[config.mk]
export PLATFORM = sky130hd
export DESIGN_NAME = fft_agu_seq_flat
export DESIGN_NICKNAME = d
export VERILOG_FILES = /design/src/rtl/fft_agu_seq_if.sv /design/src/rtl/fft_agu_seq.sv /design/src/flat_wrapper.sv
export SDC_FILE = /design/constraint.sdc
export NUM_CORES = 1
export LEC_CHECK = 0
export BUFFER_PORTS_ARGS = -buffer_cell sky130_fd_sc_hd__buf_2
export CAP_MARGIN = 20
export CORE_UTILIZATION = 50
export CTS_BUF_LIST = sky130_fd_sc_hd__clkbuf_8
export DETAILED_ROUTE_END_ITERATION = 8
export GPL_TIMING_DRIVEN = 0
export PLACE_DENSITY = 0.71
export RECOVER_POWER = 100
export SLEW_MARGIN = 20
export SYNTH_ARGS = -nofsm -noshare
export SYNTH_HDL_FRONTEND = slang
export SYNTH_SLANG_ARGS = --single-unit
[constraint.sdc]
create_clock -name clk -period 3.84 [get_ports clk]
set_input_delay 0 -clock clk [delete_from_list [all_inputs] [get_ports clk]]
set_output_delay 0 -clock clk [all_outputs]
set_load 0.005 [all_outputs]
[src/rtl/fft_agu_seq_if.sv]
// Purpose: sequencer-to-address-calculator bus (start in, read/write butterfly names out).
// Latency: n/a (wires only); write-side copy trails the read side by LAT cycles inside the sequencer.
// Backpressure: none; the consumer must accept one butterfly per cycle while rd_en/wr_en are high.
interface fft_agu_seq_if #(
  parameter int M = 9
);
  logic         start;
  logic [M-1:0] level;
  logic [M-1:0] index;
  logic         rd_en;
  logic         wr_en;
  logic [M-1:0] wr_level;
  logic [M-1:0] wr_index;
  logic         busy;
  logic         done;

  // Sequencer side: takes start, drives the butterfly stream.
  modport master (
    input  start,
    output level,
    output index,
    output rd_en,
    output wr_en,
    output wr_level,
    output wr_index,
    output busy,
    output done
  );

  // Requester / address-calculator side.
  modport slave (
    output start,
    input  level,
    input  index,
    input  rd_en,
    input  wr_en,
    input  wr_level,
    input  wr_index,
    input  busy,
    input  done
  );
endinterface

[src/rtl/fft_agu_seq.sv]
// Purpose: radix-2 in-place FFT butterfly sequencer (level/index walk, read strobe, delayed write copy).
// Latency: first read 1 cycle after start; write side trails reads by LAT; done M*(2^(M-1)+LAT)+1 after start.
// Backpressure: none; free-running once started, LAT-cycle drain gap between levels, start ignored while active.
module fft_agu_seq #(
  parameter int M   = 9,
  parameter int LAT = 3
) (
  input  logic          clk,
  input  logic          reset,
  fft_agu_seq_if.master bus
);

  // Drain counter is 5 bits so the full LAT range 1..16 fits.
  localparam int           CNT_W      = 5;
  localparam logic [M-1:0] IDX_LAST   = {1'b0, {(M-1){1'b1}}};
  localparam logic [M-1:0] LEVEL_LAST = M'(M - 1);
  localparam logic [M-1:0] ONE        = M'(1);
  localparam logic [CNT_W-1:0] DRAIN_LAST = CNT_W'(LAT - 1);

  typedef enum logic [1:0] {
    S_IDLE,
    S_RUN,
    S_DRAIN,
    S_DONE
  } state_t;

  state_t           state_q, state_d;
  logic [M-1:0]     level_q, level_d;
  logic [M-1:0]     index_q, index_d;
  logic             rd_en_q, rd_en_d;
  logic             busy_q, busy_d;
  logic             done_q, done_d;
  logic [CNT_W-1:0] drain_cnt_q, drain_cnt_d;

  // Write-side delay line: stage 0 holds last cycle's read, stage LAT-1 is the write-back.
  logic [LAT-1:0]   sh_en_q, sh_en_d;
  logic [M-1:0]     sh_level_q [LAT];
  logic [M-1:0]     sh_level_d [LAT];
  logic [M-1:0]     sh_index_q [LAT];
  logic [M-1:0]     sh_index_d [LAT];

  // Next-state and next-output computation; all outputs are registered so they change only on the edge.
  always_comb begin
    state_d     = state_q;
    level_d     = level_q;
    index_d     = index_q;
    rd_en_d     = rd_en_q;
    busy_d      = busy_q;
    done_d      = 1'b0;
    drain_cnt_d = drain_cnt_q;

    unique case (state_q)
      S_IDLE: begin
        level_d = '0;
        index_d = '0;
        rd_en_d = 1'b0;
        busy_d  = 1'b0;
        if (bus.start) begin
          state_d = S_RUN;
          rd_en_d = 1'b1;
          busy_d  = 1'b1;
        end
      end

      S_RUN: begin
        // Last butterfly of the level: stop reading and hold the name while writes drain.
        if (index_q == IDX_LAST) begin
          state_d     = S_DRAIN;
          rd_en_d     = 1'b0;
          drain_cnt_d = '0;
        end else begin
          index_d = index_q + ONE;
        end
      end

      S_DRAIN: begin
        // The last write of this level issues in the final drain cycle, so the next
        // level's first read lands one cycle after it is committed.
        if (drain_cnt_q == DRAIN_LAST) begin
          if (level_q != LEVEL_LAST) begin
            state_d = S_RUN;
            level_d = level_q + ONE;
            index_d = '0;
            rd_en_d = 1'b1;
          end else begin
            state_d = S_DONE;
            done_d  = 1'b1;
            busy_d  = 1'b0;
            level_d = '0;
            index_d = '0;
          end
        end else begin
          drain_cnt_d = drain_cnt_q + CNT_W'(1);
        end
      end

      S_DONE: begin
        state_d = S_IDLE;
      end

      default: begin
        state_d = S_IDLE;
      end
    endcase
  end

  // Delay line shifts every cycle regardless of state; it never stalls.
  always_comb begin
    sh_en_d[0]    = rd_en_q;
    sh_level_d[0] = level_q;
    sh_index_d[0] = index_q;
    for (int i = 1; i < LAT; i++) begin
      sh_en_d[i]    = sh_en_q[i-1];
      sh_level_d[i] = sh_level_q[i-1];
      sh_index_d[i] = sh_index_q[i-1];
    end
  end

  // Sequencer state and registered outputs; reset aborts a transform without a done pulse.
  always_ff @(posedge clk or posedge reset) begin
    if (reset) begin
      state_q     <= S_IDLE;
      level_q     <= '0;
      index_q     <= '0;
      rd_en_q     <= 1'b0;
      busy_q      <= 1'b0;
      done_q      <= 1'b0;
      drain_cnt_q <= '0;
    end else begin
      state_q     <= state_d;
      level_q     <= level_d;
      index_q     <= index_d;
      rd_en_q     <= rd_en_d;
      busy_q      <= busy_d;
      done_q      <= done_d;
      drain_cnt_q <= drain_cnt_d;
    end
  end

  // Write-side delay line registers, fully cleared on reset so no stale write escapes.
  always_ff @(posedge clk or posedge reset) begin
    if (reset) begin
      sh_en_q <= '0;
      for (int i = 0; i < LAT; i++) begin
        sh_level_q[i] <= '0;
        sh_index_q[i] <= '0;
      end
    end else begin
      sh_en_q <= sh_en_d;
      for (int i = 0; i < LAT; i++) begin
        sh_level_q[i] <= sh_level_d[i];
        sh_index_q[i] <= sh_index_d[i];
      end
    end
  end

  assign bus.level    = level_q;
  assign bus.index    = index_q;
  assign bus.rd_en    = rd_en_q;
  assign bus.busy     = busy_q;
  assign bus.done     = done_q;
  assign bus.wr_en    = sh_en_q[LAT-1];
  assign bus.wr_level = sh_level_q[LAT-1];
  assign bus.wr_index = sh_index_q[LAT-1];

endmodule

[src/flat_wrapper.sv]
// flat-port wrapper written by rule: the top's interface ports become plain ports
module fft_agu_seq_flat 
#(
  parameter int M   = 9,
  parameter int LAT = 3
)
  (clk, reset, bus_start, bus_level, bus_index, bus_rd_en, bus_wr_en, bus_wr_level, bus_wr_index, bus_busy, bus_done);
  fft_agu_seq_if #(.M(M)) bus_i ();
  input  logic clk;
  input  logic reset;
  input wire logic [$bits(bus_i.start)-1:0] bus_start;
  output wire logic [$bits(bus_i.level)-1:0] bus_level;
  output wire logic [$bits(bus_i.index)-1:0] bus_index;
  output wire logic [$bits(bus_i.rd_en)-1:0] bus_rd_en;
  output wire logic [$bits(bus_i.wr_en)-1:0] bus_wr_en;
  output wire logic [$bits(bus_i.wr_level)-1:0] bus_wr_level;
  output wire logic [$bits(bus_i.wr_index)-1:0] bus_wr_index;
  output wire logic [$bits(bus_i.busy)-1:0] bus_busy;
  output wire logic [$bits(bus_i.done)-1:0] bus_done;
  assign bus_i.start = bus_start;
  assign bus_level = bus_i.level;
  assign bus_index = bus_i.index;
  assign bus_rd_en = bus_i.rd_en;
  assign bus_wr_en = bus_i.wr_en;
  assign bus_wr_level = bus_i.wr_level;
  assign bus_wr_index = bus_i.wr_index;
  assign bus_busy = bus_i.busy;
  assign bus_done = bus_i.done;
  fft_agu_seq #(.M(M), .LAT(LAT)) u_core (.clk(clk), .reset(reset), .bus(bus_i));
endmodule
==> results, run 1 <==
- Setup repair after global routing left no endpoint under its margin.
- The final hold violation count is 0.
- The number of global-route vias before repair was 1,819.
- The number of buffers added by the clock tree synthesis step is 9.
- For this configuration, the core starts out at a cell density of 0.5170.
- The worst-case IR drop observed on VDD is 0.4308 mV.
- The final antenna-violating net count is 0.
- The worst setup path is launched from a register.
- The min-delay analysis places its worst path in the category register to register.
- STA classifies the critical path endpoint as a register.
- For this run, design rule violations remaining after detail routing come to 0.
- Global routing finished with a remaining overflow of 0.
- After clock tree synthesis, the clock-pin slew on the worst setup and hold paths is 90 ps.
- The number of antenna cells inserted is 0.
- The wire-length estimate of the detail-placed layout is 3.459 mm.
- Of the available clock period, the critical path in the final layout requires 0.6884.
- Relative to the synthesized area, the layout overhead comes to 14.82%.
- The worst slew slack as a fraction of its limit is -0.02456.
- The aggregate global-route resource usage is 0.1621.
- The worst path in the final design needs a cycle of 2644 ps, including I/O delays and setup.
- At the end of the flow, the number of nets in the layout was 325.
- The core utilization of the finished layout is 0.5937.
- Summing over every cut layer, the via total after detailed routing is 2,033.
- The deepest clock path buffer count is 2.
- The transition time at the pin with the least slew margin is 1528 ps.
- Counting every net in the synthesized netlist gives 269.
- After technology mapping, the gate count stands at 256.
- The register bit total from synthesis is 85.
- The checks that failed: capacitance limit, slew limit.
- Clock latency on the worst-skew pair, taken at its later pin, is 350 ps.
- The mean area per synthesized cell is 12.82 um2.
- Walking the worst path, the cells encountered are inv_1, ha_1, nor4b_1, a21boi_0, or4_1, a21oi_1.
- During synthesis, Yosys emitted a total of 0 warnings.
- Clock tree synthesis selected as its root buffer the cell sky130_fd_sc_hd__clkbuf_8.
- In the synthesized netlist the async set-or-reset flop fraction comes to 1.000.
- The total number of H-tree levels is 3.
- The share of the Yosys chip area taken by registers is 0.6479.
- The post-CTS setup buffer count is 0.
- In this run, the number of DRC markers left after iteration 0 of detailed routing was 108.
- Buffers placed on the I/O ports in this run total 42.
- The flow ran to the end, but the final reports show violations.
- The maximum fanout along the worst path is 8.
- The cell area after technology mapping is 3283 um2.
- The final wirelength is 5.261 mm.
- The largest total area in the synthesized netlist belongs to sky130_fd_sc_hd__dfrtp_1.
- For this design the top-level I/O count stands at 43.
- The count of flip-flops with a built-in enable after synthesis is 0.
- The final-report setup violation count is 0.
- The mean number of vias per cell is 5.160.
- CTS saw 85 sinks.
- Derived from the worst setup path, the maximum achievable clock frequency is 378.3 MHz.
- The max-cap violation count is 1.
- On the critical path, the stage with the largest delay is an instance of sky130_fd_sc_hd__nor4b_1.
- For this run, the slowest stage of the critical path takes 660 ps.
- The leakage power of the design is 0.001901 uW.
- The routed length per instance is 13.35 um.
- In this run the horizontal extent of the chip is 83.03 um.
- Data arrives at the worst endpoint at 2920 ps.
- The routability congestion estimate is 0.8136.
- In this run the standard cell core region covers 6350 um2.
- The CTS tree is built.
- The initial antenna violation count is 0.
- The number of fill cells in the layout is 520.
- The worst hold slack is 343.9 ps.
- In the post-synthesis netlist, the biggest area contributors are sky130_fd_sc_hd__dfrtp_1 (65%), sky130_fd_sc_hd__buf_4 (4.1%), sky130_fd_sc_hd__ha_1 (3.8%), sky130_fd_sc_hd__nand2_1 (2.6%), sky130_fd_sc_hd__o21ai_0 (1.7%).
- The die covers 6894 um2.
- After synthesis, the most frequently instantiated cells are sky130_fd_sc_hd__dfrtp_1 (85), sky130_fd_sc_hd__nand2_1 (23), sky130_fd_sc_hd__buf_4 (18), sky130_fd_sc_hd__inv_1 (13), sky130_fd_sc_hd__o21ai_0 (11).
- The final setup TNS is 0 ps.
- The first detailed-routing pass took 4 iterations.
- The start-to-end type of the worst setup path is register to register.
- The cell area power density is 599.1 nW/um2.
- The share of synthesized area in the top cell type comes to 0.6479.
- The height of the die is 83.03 um.
- The row count is 29.
- The max-slew violation total from the final report came to 38.
- The wire length of the first global-routing pass is 8.687 mm.
- The number of distinct library cell variants in the gate-level netlist after synthesis is 48.
- STA puts the critical path data required time at 4120 ps.
- Gates resized during post-CTS repair numbered 0.
- The maximum clock skew at final layout is 9.322 ps.
- The most frequently used cell type in the post-synthesis netlist is sky130_fd_sc_hd__dfrtp_1.
- The largest net degree at the start of global routing is 50.
- The primary flip-flop cell chosen by synthesis mapping is sky130_fd_sc_hd__dfrtp_1.
- In the final layout, the share of cells above drive strength 1 is 0.2839.
==> state kept, by name, indices dropped and copies added (netlist names) <==
name and flops:
u_core.bus.wr_level 9, u_core.bus.index 9, u_core.state_q 2, u_core.drain_cnt_q 5
u_core.bus.done 1, u_core.bus.busy 1, u_core.bus.level 9, u_core.sh_index_d 18
u_core.sh_en_q 3, u_core.bus.rd_en 1, u_core.bus.wr_index 9, u_core.sh_level_d 18
==> through the flow <==
stage          cell area (um2)  instances  setup slack, ps  total power, uW
2_1_floorplan             3283        256             1619             1542
3_3_place_gp              3590        375            802.9             1683
3_5_place_dp              3620        376             1167             1708
4_1_cts                   3831        394             1131             2310
5_1_grt                   3770        394            938.8             2383
6_report                  3770        394             1196             2259
==> worst max-delay path, delay by kind of cell, from the launching register on <==
family          cells  cell delay, ps
compound gates      2             640
simple gates        2            1260
fa+ha+maj           1             150
flops               1             440
buf+inv             1              80
==> cell families after synthesis <==
family,after synthesis,share of synthesized area
DFF,85,0.6479
AOI/OAI and AO/OA,62,0.1361
and+or+nand+nor,60,0.1014
buffers and inverters,35,0.06403
adders and majority gates,10,0.03811
muxes,4,0.01258
==> final timing paths <==
path / start / end / slack [ps] / cells past startpoint
min in group asynchronous: reset / u_core.bus.wr_level[5] / 530 / 3
min reg2reg: u_core.sh_index_d[2] / u_core.bus.wr_index[2] / 340 / 0
max reg2reg: u_core.drain_cnt_q[0] / u_core.bus.level[5] / 1200 / 6
max: u_core.drain_cnt_q[0] / u_core.bus.level[5] / 1200 / 6
max in group asynchronous: reset / u_core.sh_index_d[2] / 1580 / 4
min: u_core.sh_index_d[2] / u_core.bus.wr_index[2] / 340 / 0
==> layout make-up <==
cell class,instances,area (um2),area share
flip-flops and latches,85,2127,0.5642
multi-input cells,136,909.6,0.2413
repair buffers,45,234.0,0.06206
plain buffers,22,161.4,0.04281
clock buffers,10,137.6,0.03651
well taps,77,96.34,0.02556
clock inverters,6,53.80,0.01427
inverters,13,50.05,0.01328
==> routing by layer <==
metal,track usage,share of wire,up-vias
met5,0,0,-
met3,0.04672,0.039,9
met4,0.07367,0.020,0
li1,-,-,989
met1,0.2322,0.50,980
met2,0.2303,0.44,55
==> cells in the final DEF (no fill, tap or decap), drive strengths merged, types with 3 or more instances in the layout <==
master / count
dfrtp: 85
buf: 42
clkbuf: 33
nand2: 24
o21ai: 21
inv: 15
a21oi: 12
nand3: 10
ha: 10
a31oi: 6
nor3: 5
o31ai: 5
nor2: 4
mux2i: 3
or3: 3
o21a: 3
==> power by group <==
part | switching (uW) | internal (uW) | leakage (uW)
Clock | 338 | 264 | 0.0000954
Combinational | 342 | 239 | 0.000641
Sequential | 73.9 | 1000 | 0.00116
==> repair_timing <==
item / CTS / global route
setup endpoints to repair: 0 / 0
endpoints found under the hold margin: 37 / 0
hold buffers: 2 / 0
Power figures use the tool's default switching activity.
==> inputs of run 2 (changes only) <==
==> constraint.sdc (replaced) <==
create_clock -name clk -period 2.6 [get_ports clk]
set_input_delay 0 -clock clk [delete_from_list [all_inputs] [get_ports clk]]
set_output_delay 0 -clock clk [all_outputs]
set_load 0.005 [all_outputs]
==> run 2 against run 1 <==
Compared with the run above: the run still ends with capacitance limit, slew limit left; worst hold slack hardly changed; critical path type unchanged; critical path depth increased by 1; flip-flop and latch count stayed put; utilization grew 0.45 points; cell count is 0.25% lower; first-iteration DRC count rose by 14%; register-to-register slack got worse by 940 ps; critical endpoint is now u_core.drain_cnt_q[2]; wire length rose by 0.61%; clock power increased by 48%; clock skew barely moved.
==> results, run 2 (synthesized netlist as in run 1, its figures left out) <==
- The arrival time of the worst setup path came to 2600 ps (-320 ps).
- The fraction of the cycle the final worst path needs is 0.9014 (+0.2130).
- The final hold violation count came to 0 (unchanged).
- The width of the die came to 83.03 um (unchanged).
- The top cell types in the final layout, fill and taps aside, are sky130_fd_sc_hd__dfrtp_1 (85), sky130_fd_sc_hd__buf_2 (41), sky130_fd_sc_hd__nand2_1 (24).
- The largest voltage drop on the vdd net was 0.6371 mV (+48%).
- The start-to-end type of the worst setup path is register to register.
- The core utilization of the finished layout was 0.5982 (+0.004532).
- The kind of launch point of the worst setup path is a register.
- The wire length of the first global-routing pass is 8.673 mm (-0.16%).
- The fraction of layout instances using a drive strength above 1 was 0.2943 (+0.01039).
- CTS placed an instance of sky130_fd_sc_hd__clkbuf_8 at the clock tree root.
- The transition time at the pin with the least slew margin was 1649 ps (+120.5 ps).
- The remaining global-route overflow came to 0 (unchanged).
- The number of iterations in the first detailed-routing pass is 4 (unchanged).
- The clock slew at the register clock pins of the worst setup and hold paths is 90 ps (about the same).
- The synthesis-to-layout area growth is 15.70%.
- The starting DRC count in detailed routing is 123 (+14%).
- The final reports fail on capacitance limit, slew limit.
- The largest net degree at the start of global routing is 50 (unchanged).
- The worst setup path is captured at a register.
- The flow ran to the end, but the final reports show violations.
- The highest metal layer used by the detailed router is met4.
- The total number of H-tree levels came to 3 (unchanged).
- The worst hold path belongs to the class register to register.
- The number of buffers added by the clock tree synthesis step is 9 (unchanged).
- The standard cell area after detailed placement is 3620 um2 (unchanged).
- The maximum fanout along the worst path is 11 (+3).
- The number of standard cells in the layout, taps in and fillers out was 393 (-0.25%).
- The number of antenna cells inserted is 0 (unchanged).
- The data required time of the worst path is 2850 ps (-1270 ps).
- The deepest clock path buffer count is 2 (unchanged).
- The minimum clock period is 2344 ps (-299.9 ps).
- The number of cells on the worst reg-to-reg path is 7 (+1).
- The final wirelength came to 5.293 mm (+0.61%).
- The HPWL after detailed placement came to 3.459 mm (unchanged).
- The highest clock rate is 426.7 MHz (+13%).
- The sum of internal, switching and leakage power is 3351 uW (+48%).
- The worst slew slack as a fraction of its limit is -0.1053 (-0.08078).
- The height of the die came to 83.03 um (unchanged).
- The cell area power density is 882.2 nW/um2 (+47%).
- The count of input and output buffers is 42 (unchanged).
- The maximum clock skew at final layout came to 9.741 ps (+0.4185 ps).
- The aggregate global-route resource usage is 0.1619 (-0.0002184).
- The final setup TNS came to 0 ps (unchanged).
- The number of remaining DRC errors is 0 (unchanged).
- The insertion delay to the later sink of the worst-skew pair is 350 ps (about the same).
- The number of primary I/O pins came to 43 (unchanged).
- The max-slew violation total from the final report is 37 (-2.6%).
- The number of cells on the worst hold path is 0 (unchanged).
- The detailed-route wire length on metal 1 is 2.597 mm (-0.61%).
- The floorplan die area is 6894 um2 (unchanged).
- The number of global-route vias before repair is 1,812 (-0.38%).
- The max-cap violation count is 1 (unchanged).
- The leakage power of the design is 0.001910 uW (+0.46%).
- The final layout net count is 324 (-0.31%).
- The routability congestion estimate is 0.8136 (unchanged).
- The row count is 29 (unchanged).
- The mean number of vias per cell was 5.176 (+0.30%).
- The met2 layer wire length in the routed design is 2.335 mm (unchanged).
- The final antenna-violating net count was 0 (unchanged).
- The clock sink count came to 85 (unchanged).
- The number of placed instances, taps included is 376 (unchanged).
- The routed length per instance was 13.47 um (+0.86%).
- The via count of the routed design came to 2,034 (+0.049%).
- The CTS tree is built.
- The length of routed met3 wiring is 242 um (+18%).
- The library cell used most frequently in the layout, excluding fill and tap cells, is sky130_fd_sc_hd__dfrtp_1.
- The initial antenna violation count is 0 (unchanged).
- The starting density of the core is 0.5170 (unchanged).
- The final-report setup violation count is 0 (unchanged).
- The core region area is 6350 um2 (unchanged).
- The post-layout instance area is 3799 um2 (+0.76%).
- Setup repair after global routing left no endpoint under its margin.
- The post-CTS setup buffer count was 0 (unchanged).
[run 2: critical path: stages, from the launching register on]
cell and delay (ps):
sky130_fd_sc_hd__dfrtp_1 440, sky130_fd_sc_hd__ha_1 220, sky130_fd_sc_hd__nand3_1 180, sky130_fd_sc_hd__nor3_1 270
sky130_fd_sc_hd__ha_2 350, sky130_fd_sc_hd__nand2b_2 240, sky130_fd_sc_hd__o21ai_0 220, sky130_fd_sc_hd__a22o_2 320
[run 2: stage by stage]
step                      hold slack (ps)  worst slack (ps)
after floorplan                     168.1             379.4
after global placement              311.7            -437.1
after detailed placement            55.53            -73.11
after CTS                           215.9             21.01
after global routing                352.5             91.46
final                               343.6             256.3
[run 2: path summary, 6_finish.rpt]
kind	start	slack (ps)	endpoint
hold / removal	u_core.sh_level_d[12]	340	u_core.sh_level_d[3]
max in group asynchronous	reset	1180	u_core.sh_index_d[2]
setup reg to reg	u_core.bus.index[0]	260	u_core.drain_cnt_q[2]
setup / recovery	u_core.bus.index[0]	260	u_core.drain_cnt_q[2]
hold reg to reg	u_core.sh_level_d[12]	340	u_core.sh_level_d[3]
min in group asynchronous	reset	570	u_core.bus.wr_level[5]
[run 2: layout make-up]
type                    count  area, um2
plain buffers              21      151.4
clock buffers              10      137.6
repair buffers             45      256.5
fillers                   516       2551
clock inverters             6      53.80
well taps                  77      96.34
flip-flops and latches     85       2127
inverters                  13      50.05
multi-input cells         136      925.9
[run 2: timing repair]
action / CTS / global route
hold buffers: 2 / 0
gates resized for setup: 0 / 2
endpoints found under the hold margin: 37 / 0
endpoints found under the setup margin: 4 / 4
[run 2: routing by layer]
| metal | track usage | up-vias |
|---|---|---|
| met5 | 0 | - |
| met2 | 0.2317 | 58 |
| met3 | 0.04573 | 12 |
| met1 | 0.2322 | 969 |
| met4 | 0.07053 | 0 |
| li1 | - | 995 |
[run 2: where the power goes]
| group | switching, uW | internal [uW] | total (uW) |
|---|---|---|---|
| logic | 508 | 362 | 870 |
| clock network | 502 | 390 | 892 |
| registers | 112 | 1480 | 1590 |
| total | 1120 | 2230 | 3350 |
==> inputs of run 3 (changes only) <==
--- a/config.mk
+++ b/config.mk
@@ -7,11 +7,10 @@
 export LEC_CHECK = 0
 export BUFFER_PORTS_ARGS = -buffer_cell sky130_fd_sc_hd__buf_2
 export CAP_MARGIN = 20
-export CORE_UTILIZATION = 50
+export CORE_UTILIZATION = 35
 export CTS_BUF_LIST = sky130_fd_sc_hd__clkbuf_8
 export DETAILED_ROUTE_END_ITERATION = 8
 export GPL_TIMING_DRIVEN = 0
-export PLACE_DENSITY = 0.71
 export RECOVER_POWER = 100
 export SLEW_MARGIN = 20
 export SYNTH_ARGS = -nofsm -noshare
==> constraint.sdc (replaced) <==
create_clock -name clk -period 1.9 [get_ports clk]
set_input_delay 0 -clock clk [delete_from_list [all_inputs] [get_ports clk]]
set_output_delay 0 -clock clk [all_outputs]
set_load 0.005 [all_outputs]
==> run 3 against run 2 <==
Compared with the run above: the flow now finishes without violations; die area grew 42%; global-route usage shrank 3.1 points; count of clock-buffer cells in the layout is the same; cell count grew 13%; maximum frequency grew 26%; first-iteration DRC count grew 57%; clock skew shrank 0.68 ps; final area grew 9.0%; wire length grew 11%; register-to-register slack lost 210 ps; critical path type unchanged; highest routed layer unchanged.
==> results, run 3 (synthesized netlist as in run 1, its figures left out) <==
- The run finished with clean final reports.
- The initial antenna violation count was 0 (unchanged).
- The mean number of vias per cell was 4.773 (-7.8%).
- The number of standard cells in the layout, taps in and fillers out is 444 (+13%).
- The number of cells on the worst reg-to-reg path is 8 (+1).
- The final hold violation count is 0 (unchanged).
- For hold timing, the worst endpoint is u_core.bus.wr_index[1].
- The clock slew at the register clock pins of the worst setup and hold paths is 80 ps (about the same).
- The max-slew violation total from the final report is 0 (-100%).
- The fraction of the cycle the final worst path needs is 0.9758 (+0.07440).
- The leakage power of the design is 0.002004 uW (+5.0%).
- The clock sink count was 85 (unchanged).
- The starting density of the core is 0.3693 (-0.1478).
- The maximum clock skew at final layout came to 9.058 ps (-0.6826 ps).
- The worst setup path is launched from a register.
- In the layout the commonest cells are sky130_fd_sc_hd__dfrtp_1 (84), sky130_fd_sc_hd__buf_2 (34), sky130_fd_sc_hd__nand2_1 (23).
- CTS placed an instance of sky130_fd_sc_hd__clkbuf_8 at the clock tree root.
- The arrival time of the worst setup path was 2110 ps (-490 ps).
- The data required time of the worst path was 2150 ps (-700 ps).
- The starting DRC count in detailed routing is 193 (+57%).
- The fraction of layout instances using a drive strength above 1 is 0.3661 (+0.07177).
- The max-cap violation count came to 0 (-1).
- The cell area power density is 1211 nW/um2 (+37%).
- The highest clock rate was 539.4 MHz (+26%).
- The type of the most critical hold path is register to register.
- The area growth from synthesis to layout is 26.11%.
- The final wirelength came to 5.878 mm (+11%).
- The number of primary I/O pins came to 43 (unchanged).
- The source of the worst hold timing path is u_core.sh_index_d[1].
- The remaining global-route overflow is 0 (unchanged).
- The row count came to 34 (+17%).
- The worst setup path is of the register to register kind.
- The HPWL after detailed placement came to 3.791 mm (+9.6%).
- TritonCTS built the clock tree.
- The highest cell delay on the worst timing path came to 450 ps (about the same).
- The height of the die is 98.85 um (+19%).
- The final-report setup violation count was 0 (unchanged).
- The worst register-to-register path begins at u_core.drain_cnt_q[0].
- The end of the worst register-to-register path is u_core.bus.level[1].
- The worst setup slack for register-to-register paths is 50 ps (-210 ps).
- The number of buffers added by the clock tree synthesis step was 9 (unchanged).
- The commonest non-fill, non-tap cell in the layout is sky130_fd_sc_hd__dfrtp_1.
- The minimum clock period is 1854 ps (-489.6 ps).
- The total number of H-tree levels came to 3 (unchanged).
- The count of input and output buffers was 42 (unchanged).
- The floorplan die area was 9771 um2 (+42%).
- The number of antenna cells inserted is 0 (unchanged).
- The final worst slack was 45.92 ps (-210.4 ps).
- The maximum fanout along the worst path is 7 (-4).
- The aggregate global-route resource usage is 0.1305 (-0.03139).
- The wire length of the first global-routing pass is 9.860 mm (+14%).
- The largest net degree at the start of global routing is 32 (-36%).
- The number of global-route vias before repair came to 2,093 (+16%).
- The routed length per instance was 13.24 um (-1.7%).
- The routability congestion estimate came to 0.7534 (-7.4%).
- The width of the die is 98.85 um (+19%).
- The number of cells on the worst hold path came to 0 (unchanged).
- The setup slack at placement came to -252.6 ps (-179.5 ps).
- Setup repair after global routing could not meet its margin everywhere.
- The via count of the routed design is 2,119 (+4.2%).
- The insertion delay to the later sink of the worst-skew pair came to 340 ps (about the same).
- The final layout net count is 344 (+6.2%).
- The final antenna-violating net count is 0 (unchanged).
- The transition time at the pin with the least slew margin is 1256 ps (-392.5 ps).
- The deepest clock path buffer count is 2 (unchanged).
- The core region area came to 8891 um2 (+40%).
- The core utilization of the finished layout is 0.4657 (-0.1326).
- The worst slew slack as a fraction of its limit came to 0.1577 (+0.2631).
- The highest-delay cell along the critical path is sky130_fd_sc_hd__or4b_1.
- The number of placed instances, taps included is 408 (+8.5%).
- The largest voltage drop on the vdd net is 0.4069 mV (-36%).
- The number of remaining DRC errors is 0 (unchanged).
- Walking the worst path, the cells encountered are inv_1, ha_1, or4b_1, buf_6, a211oi_4, buf_4, nand2_1, o21ai_0.
- The number of iterations in the first detailed-routing pass came to 4 (unchanged).
- The worst setup path is captured at a register.
==> run 3: cell types whose count changed in the layout (fill, tap and decap cells not counted), moves of 3 or more <==
cell,previous run,this run
sky130_fd_sc_hd__buf_4,0,15
sky130_fd_sc_hd__o21ai_2,0,3
sky130_fd_sc_hd__buf_2,41,34
sky130_fd_sc_hd__o21ai_0,14,7
sky130_fd_sc_hd__ha_1,9,6
sky130_fd_sc_hd__ha_4,0,3
sky130_fd_sc_hd__clkbuf_1,2,11
sky130_fd_sc_hd__o21ai_1,7,10
==> run 3: metal layers <==
metal | track usage | wire length, um | vias up
met3 | 0.03901 | 206 | 2
li1 | - | - | 1027
met2 | 0.1937 | 2687 | 39
met5 | 0 | 0 | -
met1 | 0.1739 | 2936 | 1051
met4 | 0.06544 | 48 | 0
==> run 3: how the worst max path moves through the flow <==
stage                                from                    end  slack (ps)  cells after the start
floorplan             u_core.bus.index[0]  u_core.drain_cnt_q[2]        -0.2                      8
global placement      u_core.bus.index[0]  u_core.drain_cnt_q[2]        -270                      8
detailed placement    u_core.bus.index[1]  u_core.drain_cnt_q[2]        -250                      8
CTS                     u_core.state_q[1]    u_core.bus.level[6]           9                      5
global route        u_core.drain_cnt_q[0]    u_core.bus.level[1]         -30                      8
finish              u_core.drain_cnt_q[0]    u_core.bus.level[1]          50                      8
==> run 3: worst max-delay path, delay by kind of cell (launching register included) <==
| family | cells | cell delay, ps |
|---|---|---|
| AOI/OAI and AO/OA | 2 | 330 |
| buffers and inverters | 3 | 390 |
| and+or+nand+nor | 2 | 490 |
| adders and majority gates | 1 | 160 |
| DFF | 1 | 390 |
==> run 3: layout make-up <==
class | count | area, um2
clock inverters | 6 | 38.79
well taps | 108 | 135.1
clock buffers | 10 | 137.6
fillers | 786 | 4751
multi-input cells | 136 | 1105
repair buffers | 64 | 371.6
flip-flops and latches | 85 | 2128
inverters | 13 | 50.05
plain buffers | 22 | 173.9
==> run 3: report_power, final <==
| group | internal, uW | total, uW | switching [uW] | leakage (uW) |
|---|---|---|---|---|
| clock network | 508 | 1130 | 618 | 0.0000938 |
| logic | 785 | 1720 | 939 | 0.000748 |
| registers | 2030 | 2160 | 136 | 0.00116 |
| total | 3320 | 5010 | 1690 | 0.00200 |
==> run 3: repair_timing <==
item / 4_1_cts / 5_1_grt
hold buffers: 2 / 0
endpoints found under the hold margin: 26 / 0
endpoints found under the setup margin: 20 / 20
pin swaps: 1 / 10
resized for setup: 8 / 27
gates cloned: 0 / 0
buffers inserted: 5 / 13
==> run 3: metrics by stage <==
stage	setup TNS, ps	instance area [um2]	total power [uW]	hold slack [ps]
final	0	4140	5013	350.0
after global routing	-223.9	4140	5362	359.3
after CTS	0	3958	4729	286.3
after detailed placement	-1814	3689	3495	122.0
after global placement	-1886	3649	3450	311.8
after floorplan	-0.1766	3303	3134	168.1
